<file path="src/rtl/icache_ctrl.sv">
// Direct-mapped instruction cache with a two-state miss FSM in front of unified_mem.
// Hits answer combinationally; a miss stalls IF, fetches one 4-word line and refills it.
module icache_ctrl #(
  parameter int NUM_LINES  = 32,
  parameter int MISS_CNT_W = 16
) (
  input  logic                  clk,
  input  logic                  rst_n,
  input  logic [15:0]           if_addr,
  input  logic                  if_re,
  input  logic                  flush,
  output logic [15:0]           instr,
  output logic                  instr_vld,
  output logic                  stall,
  output logic                  mem_rw,
  output logic [13:0]           mem_addr,
  output logic [63:0]           mem_wdata,
  output logic                  mem_re,
  input  logic [63:0]           mem_rd_data,
  input  logic                  mem_rdy,
  output logic [MISS_CNT_W-1:0] miss_cnt
);
  localparam int IDX_W = $clog2(NUM_LINES);
  localparam int TAG_W = 14 - IDX_W;

  typedef enum logic {IDLE, MISS} state_t;

  state_t                  state_q, state_d;
  logic [NUM_LINES-1:0]    valid_q, valid_d;
  logic [13:0]             miss_addr_q, miss_addr_d;
  logic [MISS_CNT_W-1:0]   miss_cnt_q, miss_cnt_d;

  logic [TAG_W-1:0]        tag_arr  [NUM_LINES];
  logic [63:0]             data_arr [NUM_LINES];

  logic [IDX_W-1:0]        idx;
  logic [TAG_W-1:0]        tag;
  logic [1:0]              off;
  logic [IDX_W-1:0]        miss_idx;
  logic                    hit;
  logic                    refill_we;
  logic [63:0]             line_data;

  assign off       = if_addr[1:0];
  assign idx       = if_addr[IDX_W+1:2];
  assign tag       = if_addr[15:IDX_W+2];
  assign miss_idx  = miss_addr_q[IDX_W-1:0];
  assign line_data = data_arr[idx];

  assign hit = if_re & valid_q[idx] & (tag_arr[idx] == tag) & (state_q == IDLE);

  // A flush in the same cycle as mem_rdy discards the returning line.
  assign refill_we = rst_n & (state_q == MISS) & mem_rdy & ~flush;

  always_comb begin
    state_d     = state_q;
    valid_d     = valid_q;
    miss_addr_d = miss_addr_q;
    miss_cnt_d  = miss_cnt_q;
    case (state_q)
      IDLE: begin
        if (if_re && !hit) begin
          miss_addr_d = if_addr[15:2];
          if (miss_cnt_q != {MISS_CNT_W{1'b1}}) begin
            miss_cnt_d = miss_cnt_q + MISS_CNT_W'(1);
          end
          state_d = MISS;
        end
      end
      MISS: begin
        if (flush) begin
          state_d = IDLE;
        end else if (mem_rdy) begin
          valid_d[miss_idx] = 1'b1;
          state_d           = IDLE;
        end
      end
      default: state_d = IDLE;
    endcase
    if (flush) begin
      valid_d = '0;
    end
  end

  always_ff @(posedge clk) begin
    if (!rst_n) begin
      state_q     <= IDLE;
      valid_q     <= '0;
      miss_addr_q <= '0;
      miss_cnt_q  <= '0;
    end else begin
      state_q     <= state_d;
      valid_q     <= valid_d;
      miss_addr_q <= miss_addr_d;
      miss_cnt_q  <= miss_cnt_d;
    end
  end

  // Tag/data storage carries no reset; the valid bits alone qualify it.
  always_ff @(posedge clk) begin
    if (refill_we) begin
      tag_arr[miss_idx]  <= miss_addr_q[13:IDX_W];
      data_arr[miss_idx] <= mem_rd_data;
    end
  end

  assign instr_vld = hit & rst_n;
  assign instr     = instr_vld ? line_data[{off, 4'b0000} +: 16] : 16'h0000;
  assign stall     = if_re & ~instr_vld;
  assign mem_re    = rst_n & (state_q == MISS);
  assign mem_addr  = mem_re ? miss_addr_q : 14'h0000;
  assign mem_rw    = 1'b0;
  assign mem_wdata = 64'h0;
  assign miss_cnt  = miss_cnt_q;

endmodule
</file>
<file path="config.mk">
export PLATFORM = sky130hd
export DESIGN_NAME = icache_ctrl
export DESIGN_NICKNAME = d
export VERILOG_FILES = /design/src/rtl/icache_ctrl.sv
export SDC_FILE = /design/constraint.sdc
export NUM_CORES = 2
export LEC_CHECK = 0
export ABC_CLOCK_PERIOD_IN_PS = 7700
export CAP_MARGIN = 40
export CORE_ASPECT_RATIO = 0.75
export CORE_UTILIZATION = 45
export DETAILED_ROUTE_END_ITERATION = 7
export SETUP_SLACK_MARGIN = 0.15
export SYNTH_ARGS = -nofsm -noshare
export SYNTH_HDL_FRONTEND = slang
export SYNTH_SLANG_ARGS = --single-unit
</file>
<file path="constraint.sdc">
create_clock -name clk -period 7.7 [get_ports clk]
set_input_delay 1.54 -clock clk [delete_from_list [all_inputs] [get_ports clk]]
set_output_delay 1.54 -clock clk [all_outputs]
set_load 0.01 [all_outputs]
</file>
==> qor.txt <==
Slew HR: 0.3146
Net Switching: 5.438 mW
Initial Utilization: 0.4547
clk buf depth: 3
NumNets Final: 4260
Max Clock Skew: 0.03078 ns
fmax: 140.8 MHz
Rows: 143
largest net degree at the start of global routing: 130
post-DR wirelength/cell: 33.65 µm
Sw Share: 0.2061
Mean Syn Cell Area: 24.14 µm²
routability-driven placement congestion ratio: 0.7532
RSZ-0062 raised after global routing: false
Slew Limit Fails: 0
Vias: 42649
global-route wire length before repair: 331.5 mm
CP required: 6.16 ns
number of max-cap violations: 0
post-synth cell types: 62
top cell type's share of synthesized area: 0.7590
share of layout cells above drive strength 1: 0.2991
area leader, netlist: edfxtp_1
top cells by area, synth: edfxtp_1 76%, mux4_2 18%, dfxtp_1 1.4%, mux2i_1 0.89%, buf_4 0.59%
Setup CP Type: in2out
vias in the first global route: 42557
leakage: 33.43 nW
DRT iter0 DRCs: 5735
io pins: 199
number of enable flip-flop cells after synthesis: 2336
Routed Antenna Nets: 0
Arr. time, crit path: 5.56 ns
crit end category: output pin
PD cells: 249.0 mW/mm²
CP max FO: 32
Die Wd: 525.3 µm
Post-Layout Inst Area: 0.1059 mm²
filler cell count: 15526
top-count cell post-synth: edfxtp_1
core region area: 0.2033 mm²
clock power share: 0.409
final setup fails: 0
P_int: 20.94 mW
port bufs: 133
initial antenna violation count: 24
PostCTS Resize Cnt: 0
CTS tree: yes
final wirelength: 237.0 mm
CP Launch Type: input port
DIE HEIGHT: 394.5 µm
cell count after synthesis: 3829
Synth top cells by count: 2336 x edfxtp_1, 733 x mux4_2, 101 x buf_2
Tightest Pin Transition: 1.028 ns
Yosys reg bits: 2399
postcts setup bufs: 0
number of buffers created by CTS: 221
min cycle time layout: 7.103 ns
DP Area: 0.09882 mm²
CTS Root Cell: clkbuf_16
Max rail drop VDD: 0.2108 mV
H-tree levels: 4
combinational share of power: 0.048
part of the power in registers: 0.544
P&R area growth vs syn: 14.63%
Main synth FF type: edfxtp_1
status: completed
Post-Syn Area: 0.09242 mm²
post-DR vias/cell: 6.055
drt first pass iters: 5
Yosys warning count: 0
CTS clock-pin slew for the worst setup and hold paths: 0.06 ns
asr flop ratio synth: 0
Final Hold Fails: 0
Hold WC Path Type: reg2reg
Final HPWL DP: 117.0 mm
Tcrit/Tclk final: 0.9225
post-synthesis sequential area ratio: 0.7727
hold buffer count at CTS: 0
Setup TNS: 0 ns
grt ovf: 0
Num Clock Sinks: 2399
Clock Latency Late Sink: 0.84 ns
die footprint: 0.2072 mm²
# DRC: 0
Total GRT Usage: 0.2292
## metal layers
metal,up-vias,GRT usage,share of wire
li1,17045,-,-
met1,23428,0.3435,0.43
met2,1888,0.3531,0.47
met3,270,0.04662,0.084
met4,18,0.04103,0.016
met5,-,0,0.00053
## final timing paths
check / start / end / slack (ns) / cells after the start
worst max-delay path: if_addr[2] / instr[9] / 0.60 / 14
worst min-delay path: valid_q[20]$_SDFFE_PP0P_ / valid_q[20]$_SDFFE_PP0P_ / 0.45 / 1
worst max register to register: tag_arr[29][1]$_DFFE_PP_ / miss_addr_q[0]$_SDFFE_PN0P_ / 4.34 / 10
worst min register to register: valid_q[20]$_SDFFE_PP0P_ / valid_q[20]$_SDFFE_PP0P_ / 0.45 / 1
## final cells by class
| cell class | count | area (µm²) | share of cell area |
|---|---|---|---|
| clock inverters | 119 | 1045 | 0.009862 |
| well taps | 2682 | 3356 | 0.03168 |
| flip-flops and latches | 2399 | 71410 | 0.6740 |
| multi-input cells | 1216 | 19960 | 0.1884 |
| repair buffers | 329 | 4150 | 0.03917 |
| diodes | 5 | 12.51 | 0.0001181 |
| clock buffers | 287 | 5979 | 0.05644 |
| inverters | 7 | 26.28 | 0.0002480 |
## flip-flops by register name (all words and copies together) (netlist names)
register / cells
data_arr: 2048
tag_arr: 288
valid_q: 32
miss_addr_q: 14
state_q: 1
miss_cnt: 16
## power by group through the flow
stage / Combinational (mW) / Clock (mW) / Sequential [mW]
2_1_floorplan: 0.745 / 0 / 14.6
3_3_place_gp: 1.17 / 0 / 14.7
3_5_place_dp: 1.26 / 0 / 14.6
4_1_cts: 1.27 / 10.9 / 14.3
5_1_grt: 1.34 / 11.4 / 14.3
6_report: 1.26 / 10.8 / 14.3
## logic make-up (layout without fill, tap and decap cells)
kind of cell,after synthesis,in the layout,synth area share
AO/OA/AOI/OAI,93,93,0.007149
buffers and inverters,278,742,0.01653
XOR/XNOR,11,11,0.001042
multiplexers,834,834,0.1908
flip-flops,2399,2399,0.7727
AND/OR/NAND/NOR,212,212,0.01163
other,1,70,0.00004058
adder cells (fa/ha/maj),1,1,0.0001354
## critical path, stage by stage
cell and delay, ns:
buf_8 0.27, buf_12 0.21, buf_12 0.28, mux4_2 0.53
mux2i_1 0.19, o221ai_1 0.14, nand2_1 0.22, nor2_1 0.07
nand3b_1 0.21, nor4_4 0.45, nand2_2 0.08, buf_4 0.27
nor2_1 0.40, clkdlybuf4s50_1 0.62
## layout by cell type, fill, tap and decap left out, types with 16 or more instances in the layout
master / instances
clkinv_2: 39
clkinv_1: 46
clkdlybuf4s50_1: 125
buf_4: 62
clkbuf_16: 230
nand2_1: 60
clkbuf_1: 56
buf_8: 73
buf_12: 55
mux4_2: 733
a21o_1: 32
bufinv_16: 18
edfxtp_1: 2336
conb_1: 65
and3_1: 16
nor2_4: 32
nor2_1: 24
mux2i_1: 82
dfxtp_1: 63
## stage by stage
stage	std cells	hold slack (ns)	total power [mW]	util	setup slack (ns)
global placement	6539	0.4283	15.82	0.4790	0.5114
CTS	7033	0.4479	26.55	0.5207	0.4842
floorplan	3893	0.4179	15.38	-	1.561
detailed placement	6627	0.4369	15.89	0.4862	0.4785
finish	7044	0.4461	26.38	0.5212	0.5969
global route	7040	0.4627	27.08	0.5212	0.3197
Note: power is estimated with default switching activity, not from simulation.
